File: config.mk
export PLATFORM = sky130hd
export DESIGN_NAME = ps2_rx_frame
export DESIGN_NICKNAME = d
export VERILOG_FILES = /design/src/rtl/ps2_pkg.sv /design/src/rtl/ps2_sync_filter.sv /design/src/rtl/ps2_rx_frame.sv
export SDC_FILE = /design/constraint.sdc
export NUM_CORES = 1
export LEC_CHECK = 0
export ABC_AREA = 1
export ABC_CLOCK_PERIOD_IN_PS = 1600
export CAP_MARGIN = 15
export CORE_MARGIN = 2
export CORE_UTILIZATION = 45
export CTS_CLUSTER_SIZE = 40
export DETAILED_ROUTE_END_ITERATION = 10
export GPL_ROUTABILITY_DRIVEN = 0
export PLACE_DENSITY = 0.77
export SYNTH_ARGS = -nofsm -noshare
export SYNTH_HDL_FRONTEND = slang
export SYNTH_SLANG_ARGS = --single-unit
File: constraint.sdc
create_clock -name clk -period 1.6 [get_ports clk]
set_clock_uncertainty 0.1 [all_clocks]
set_input_delay 0.48 -clock clk [delete_from_list [all_inputs] [get_ports clk]]
set_output_delay 0.48 -clock clk [all_outputs]
set_load 0.05 [all_outputs]
File: src/rtl/ps2_pkg.sv
// Shared types and constants for the PS/2 frame receiver.
package ps2_pkg;

  typedef enum logic [2:0] {
    IDLE   = 3'd0,
    DATA   = 3'd1,
    PARITY = 3'd2,
    STOP   = 3'd3,
    DONE   = 3'd4
  } ps2_state_t;

  localparam logic PAR_ODD  = 1'b1;
  localparam logic PAR_EVEN = 1'b0;

  localparam int START_BITS  = 1;
  localparam int PARITY_BITS = 1;
  localparam int STOP_BITS   = 1;

  // Total bits on the wire for one frame.
  function automatic int frame_len(input int data_bits);
    return START_BITS + data_bits + PARITY_BITS + STOP_BITS;
  endfunction

endpackage

File: src/rtl/ps2_sync_filter.sv
// Synchroniser, glitch filter and falling-edge pulse for the raw PS/2 clock pin.
module ps2_sync_filter #(
  parameter int SYNC_STAGES = 2,
  parameter int FILTER_LEN  = 4
) (
  input  logic clk,
  input  logic rst,
  input  logic din,
  output logic fall_edge
);

  localparam int FW = $clog2(FILTER_LEN + 1);

  logic [SYNC_STAGES-1:0] sync_q;
  logic [FW-1:0]          cnt_q;
  logic                   filt_q;
  logic                   fall_q;
  logic                   sync_bit;
  logic                   flip;

  assign sync_bit  = sync_q[SYNC_STAGES-1];
  // The filtered level only moves once FILTER_LEN samples in a row disagree with it.
  assign flip      = (sync_bit != filt_q) && (cnt_q == FW'(FILTER_LEN - 1));
  assign fall_edge = fall_q;

  always_ff @(posedge clk or negedge rst) begin
    if (!rst) begin
      sync_q <= '1;
      cnt_q  <= '0;
      filt_q <= 1'b1;
      fall_q <= 1'b0;
    end else begin
      sync_q <= {sync_q[SYNC_STAGES-2:0], din};
      fall_q <= flip & filt_q;
      if (sync_bit == filt_q) begin
        cnt_q <= '0;
      end else if (flip) begin
        cnt_q  <= '0;
        filt_q <= sync_bit;
      end else begin
        cnt_q <= cnt_q + FW'(1);
      end
    end
  end

endmodule

File: src/rtl/ps2_rx_frame.sv
// PS/2 device-to-host frame receiver: one word per frame with parity/stop error flags.
// Optional partial-frame timeout is enabled by defining PS2_RX_TIMEOUT_EN.
module ps2_rx_frame
  import ps2_pkg::*;
#(
  parameter int DATA_BITS      = 8,
  parameter int SYNC_STAGES    = 2,
  parameter int FILTER_LEN     = 4,
  parameter int ODD_PARITY     = 1,
  parameter int TIMEOUT_CYCLES = 100000
) (
  input  logic                 clk,
  input  logic                 rst,
  input  logic                 ps2_c,
  input  logic                 ps2_d,
  input  logic                 tx_idle,
  output logic [DATA_BITS-1:0] rx_data,
  output logic                 rx_valid,
  output logic                 parity_err,
  output logic                 frame_err,
  output logic                 rx_timeout,
  output logic                 busy
);

  localparam int   CNT_W    = $clog2(DATA_BITS + 1);
  localparam logic PAR_MODE = (ODD_PARITY != 0) ? PAR_ODD : PAR_EVEN;

  generate
    if (DATA_BITS < 5 || DATA_BITS > 9 || SYNC_STAGES < 2 || FILTER_LEN < 1 ||
        TIMEOUT_CYCLES < 2 || frame_len(DATA_BITS) > 12) begin : g_bad_cfg
      $error("ps2_rx_frame: illegal parameter combination");
    end
  endgenerate

  ps2_state_t             state_q, state_d;
  logic [SYNC_STAGES-1:0] d_sync_q;
  logic                   d_bit;
  logic                   fall_edge;
  logic                   edge_ok;
  logic                   to_take;
  logic [DATA_BITS-1:0]   shift_q;
  logic [CNT_W-1:0]       cnt_q;
  logic                   par_bit_q;
  logic                   par_err_c;

  ps2_sync_filter #(
    .SYNC_STAGES (SYNC_STAGES),
    .FILTER_LEN  (FILTER_LEN)
  ) u_clk_filter (
    .clk       (clk),
    .rst       (rst),
    .din       (ps2_c),
    .fall_edge (fall_edge)
  );

  // The data line only needs synchronising; it is stable around the clock fall.
  always_ff @(posedge clk or negedge rst) begin
    if (!rst) d_sync_q <= '1;
    else      d_sync_q <= {d_sync_q[SYNC_STAGES-2:0], ps2_d};
  end

  assign d_bit     = d_sync_q[SYNC_STAGES-1];
  assign edge_ok   = fall_edge & tx_idle;
  assign par_err_c = (^{shift_q, par_bit_q}) ^ PAR_MODE;
  assign busy      = (state_q != IDLE);

  always_ff @(posedge clk or negedge rst) begin
    if (!rst) state_q <= IDLE;
    else      state_q <= state_d;
  end

  // Abort (tx_idle low) beats a coincident edge; an edge beats the timeout.
  always_comb begin
    state_d = state_q;
    case (state_q)
      IDLE: begin
        if (edge_ok && !d_bit) state_d = DATA;
      end
      DATA: begin
        if (!tx_idle)                                       state_d = IDLE;
        else if (fall_edge && cnt_q == CNT_W'(DATA_BITS-1)) state_d = PARITY;
        else if (to_take)                                   state_d = IDLE;
      end
      PARITY: begin
        if (!tx_idle)       state_d = IDLE;
        else if (fall_edge) state_d = STOP;
        else if (to_take)   state_d = IDLE;
      end
      STOP: begin
        if (!tx_idle)       state_d = IDLE;
        else if (fall_edge) state_d = DONE;
        else if (to_take)   state_d = IDLE;
      end
      DONE:    state_d = IDLE;
      default: state_d = IDLE;
    endcase
  end

  // rx_valid is a single-cycle strobe with no back-pressure: rx_data, parity_err and
  // frame_err are valid while it is high and hold their values until the next strobe.
  always_ff @(posedge clk or negedge rst) begin
    if (!rst) begin
      shift_q    <= '0;
      cnt_q      <= '0;
      par_bit_q  <= 1'b0;
      rx_data    <= '0;
      rx_valid   <= 1'b0;
      parity_err <= 1'b0;
      frame_err  <= 1'b0;
    end else begin
      rx_valid <= 1'b0;
      if (state_q == IDLE && state_d == DATA) begin
        cnt_q <= '0;
      end
      if (state_q == DATA && edge_ok) begin
        shift_q <= {d_bit, shift_q[DATA_BITS-1:1]};
        cnt_q   <= cnt_q + CNT_W'(1);
      end
      if (state_q == PARITY && edge_ok) begin
        par_bit_q <= d_bit;
      end
      if (state_q == STOP && state_d == DONE) begin
        rx_data    <= shift_q;
        parity_err <= par_err_c;
        frame_err  <= ~d_bit;
        rx_valid   <= 1'b1;
      end
    end
  end

`ifdef PS2_RX_TIMEOUT_EN
  localparam int TO_W = $clog2(TIMEOUT_CYCLES);

  logic [TO_W-1:0] to_cnt_q;
  logic            rx_timeout_q;

  assign to_take = tx_idle && !fall_edge && (to_cnt_q == TO_W'(TIMEOUT_CYCLES - 1)) &&
                   (state_q == DATA || state_q == PARITY || state_q == STOP);
  assign rx_timeout = rx_timeout_q;

  always_ff @(posedge clk or negedge rst) begin
    if (!rst) begin
      to_cnt_q     <= '0;
      rx_timeout_q <= 1'b0;
    end else begin
      rx_timeout_q <= to_take;
      if (state_q == IDLE || fall_edge) to_cnt_q <= '0;
      else                              to_cnt_q <= to_cnt_q + TO_W'(1);
    end
  end
`else
  assign to_take    = 1'b0;
  assign rx_timeout = 1'b0;
`endif

endmodule

==> run summary <==
OUTCOME
----------------------------------------------------------------------------------------
Run status                                                                  finished, violations left
Violated checks                                                             setup timing

CELLS AND AREA
----------------------------------------------------------------------------------------
Commonest non-fill, non-tap cell in the layout                              sky130_fd_sc_hd__nand2_1
Synth-to-layout area growth                                                        29.4%
Nets                                                                                 203
Final standard cell area without fillers                                       2060 um^2
Share of cells above drive strength 1                                              0.269
Area occupied by registers                                                      908 um^2
Multi-input logic area                                                          576 um^2
Commonest cells after routing, fill and taps aside                          sky130_fd_sc_hd__nand2_1 (46), sky130_fd_sc_hd__dfrtp_1 (30), sky130_fd_sc_hd__inv_1 (20)
Number of fill cells in the layout                                                   310
Antenna diode count                                                                    0

CLOCK TREE
----------------------------------------------------------------------------------------
# hold bufs at CTS                                                                     0
Clock tree sinks                                                                      36
CTS HTree Levels                                                                       2
Clock-pin slew of the registers on the worst-case setup and hold paths           0.11 ns
CTS tree                                                                            done
Cts bufs inserted                                                                      5
Root Buffer                                                                 sky130_fd_sc_hd__clkbuf_4
Clock Latency Late Sink                                                          0.34 ns
Clk buf depth                                                                          2

ROUTING
----------------------------------------------------------------------------------------
Count of nets left with antenna violations after detail routing                        0
Post-DR wirelength/cell                                                          10.9 um
Via count normalized by instance count                                              4.85
DRC violations left                                                                    0
Total number of vias                                                                1179
Violation count after the first detailed-routing iteration                            38
Routed wire length                                                               2.66 mm
Number of search-and-repair iterations in the first detailed-routing pass              4

GLOBAL ROUTE
----------------------------------------------------------------------------------------
Wire length of the first global-routing pass                                     4.92 mm
Aggregate global routing overflow                                                      0
Largest net degree at the start of global routing                                     37
Number of global-route vias before repair                                           1206
Total global routing track utilization                                             0.158
Antenna violations before repair                                                       0

TIMING
----------------------------------------------------------------------------------------
WHS                                                                             0.266 ns
Total Neg Setup Slack                                                         -0.0828 ns
Setup repair after global routing missed its margin                                 true
Maximum clock rate                                                               594 MHz
Final setup violation count                                                            1
Post-layout minimum cycle time                                                   1.68 ns
Final period utilization                                                            1.05
Final number of max-transition violations                                              0
Final worst slack                                                             -0.0828 ns
Count of final hold-check violations                                                   0

POWER
----------------------------------------------------------------------------------------
IR drop worst, VDD                                                              0.601 mV
Pwr dens                                                                     878 nW/um^2
Post-layout total power                                                        0.00181 W
Static Leak                                                                      1.03 nW

FLOORPLANNING
----------------------------------------------------------------------------------------
IO Count                                                                              18
Die area                                                                       4030 um^2
Floorplan row count                                                                   21
Die X-Extent                                                                     63.5 um
Die boundary height                                                              63.5 um
Area of the placeable core                                                     3360 um^2
Initial Util                                                                       0.474

LOGIC SYNTHESIS
----------------------------------------------------------------------------------------
Yosys warning total                                                                    0
Mean post-synth cell area                                                      9.48 um^2
Gate count of the mapped netlist                                                     168
Post-Syn Nets                                                                        175
Unique cell type count in the Yosys netlist                                           28
Area of the mapped netlist                                                     1590 um^2
Seq cells post-synth                                                                  36
Seq/Total Area, Yosys                                                              0.570

PLACE
----------------------------------------------------------------------------------------
Post-Place Setup Slack                                                         -0.237 ns
Quantity of I/O buffers inserted on ports                                             16
DP Wirelength                                                                    1.89 mm
DP Area                                                                        1960 um^2

WORST SETUP PATH
----------------------------------------------------------------------------------------
Req. time, crit path                                                             1.02 ns
Critical Path End Type                                                       output port
Data arrival at the endpoint of the critical path                                1.10 ns
Startpoint types                                                                register
Biggest fanout along the worst timing path                                             2
Category of the critical setup timing path                                    reg -> out

MIN PATH
----------------------------------------------------------------------------------------
Kind of path behind the tightest hold check                                   reg -> reg

JOB
----------------------------------------------------------------------------------------
Max-cap violations                                                                     0

==> worst paths after layout <==
check / slack [ns] / end / from / depth (start not counted)
max: -0.08 / busy / state_q[1]$_DFF_PN0_ / 3
min: 0.27 / d_sync_q[1]$_DFF_PN1_ / d_sync_q[0]$_DFF_PN1_ / 0
max reg2reg: 0.21 / rx_data[3]$_DFFE_PN0P_ / state_q[0]$_DFF_PN0_ / 6
min reg2reg: 0.27 / d_sync_q[1]$_DFF_PN1_ / d_sync_q[0]$_DFF_PN1_ / 0
max in group asynchronous: 0.77 / u_clk_filter.sync_q[1]$_DFF_PN1_ / rst / 2
min in group asynchronous: 0.39 / u_clk_filter.cnt_q[1]$_DFF_PN0_ / rst / 2
==> power by group <==
group / total (W) / internal (W) / switching, W
Clock: 0.000643 / 0.000326 / 0.000317
Sequential: 0.000999 / 0.000968 / 0.0000304
Combinational: 0.000168 / 0.0000655 / 0.000102
Total: 0.00181 / 0.00136 / 0.000450
==> layout make-up <==
class,count,area share
multi-input cells,107,0.279
well taps,46,0.0279
repair buffers,24,0.173
clock buffers,5,0.0182
inverters,22,0.0401
clock inverters,3,0.0206
flip-flops and latches,36,0.441
==> sequential cells by signal, summed over array words and instances (netlist names) <==
name                    count
rx_data                     8
shift_q                     8
cnt_q                       4
state_q                     3
u_clk_filter.cnt_q          3
d_sync_q                    2
u_clk_filter.sync_q         2
frame_err                   1
par_bit_q                   1
parity_err                  1
rx_valid                    1
u_clk_filter.fall_edge      1
u_clk_filter.filt_q         1
==> critical path: stages (launching register included) <==
cell and delay, ns:
sky130_fd_sc_hd__dfrtp_1 0.40, sky130_fd_sc_hd__nor2_2 0.13, sky130_fd_sc_hd__nand2_2 0.07, sky130_fd_sc_hd__buf_6 0.15
==> cells in the mapped netlist, drive strengths merged <==
cell type,instances,share of area
o311ai,1,0.0055
nand4,2,0.0079
dfstp,5,0.082
nor3,5,0.016
xnor2,1,0.0055
dfrtp,31,0.49
nor2,9,0.038
a22o,1,0.0063
a21oi,3,0.0094
xor2,1,0.0055
nand3,8,0.028
conb,1,0.0024
buf,3,0.019
nand2,49,0.12
ha,2,0.016
inv,22,0.052
o211ai,1,0.0047
o21ai,23,0.093
==> per-layer routing <==
layer / up-vias / share of wire / track usage
met5: - / 0 / 0
met4: 0 / 0.024 / 0.0815
met3: 5 / 0.045 / 0.0554
met2: 22 / 0.45 / 0.245
met1: 563 / 0.48 / 0.194
li1: 589 / - / -
==> stage by stage <==
stage / cells / utilization
global route: 243 / 0.613
floorplan: 168 / -
finish: 243 / 0.613
detailed placement: 233 / 0.582
CTS: 243 / 0.612
global placement: 233 / 0.582
==> logic make-up (layout without fill, tap and decap cells) <==
logic type | after synthesis | in the layout | share of synthesized area
other | 1 | 1 | 0.00235
buffers and inverters | 25 | 54 | 0.0707
AND/OR/NAND/NOR | 73 | 73 | 0.211
XOR/XNOR | 2 | 2 | 0.0110
adder cells (fa/ha/maj) | 2 | 2 | 0.0157
flip-flops | 36 | 36 | 0.570
AO/OA/AOI/OAI | 29 | 29 | 0.119
==> what timing repair did <==
action | CTS | global route
setup endpoints to repair | 1 | 1
hold endpoints to repair | 0 | 0
buffers inserted | 2 | 0
resized for setup | 2 | 1
(Power assumes the default switching activity.)
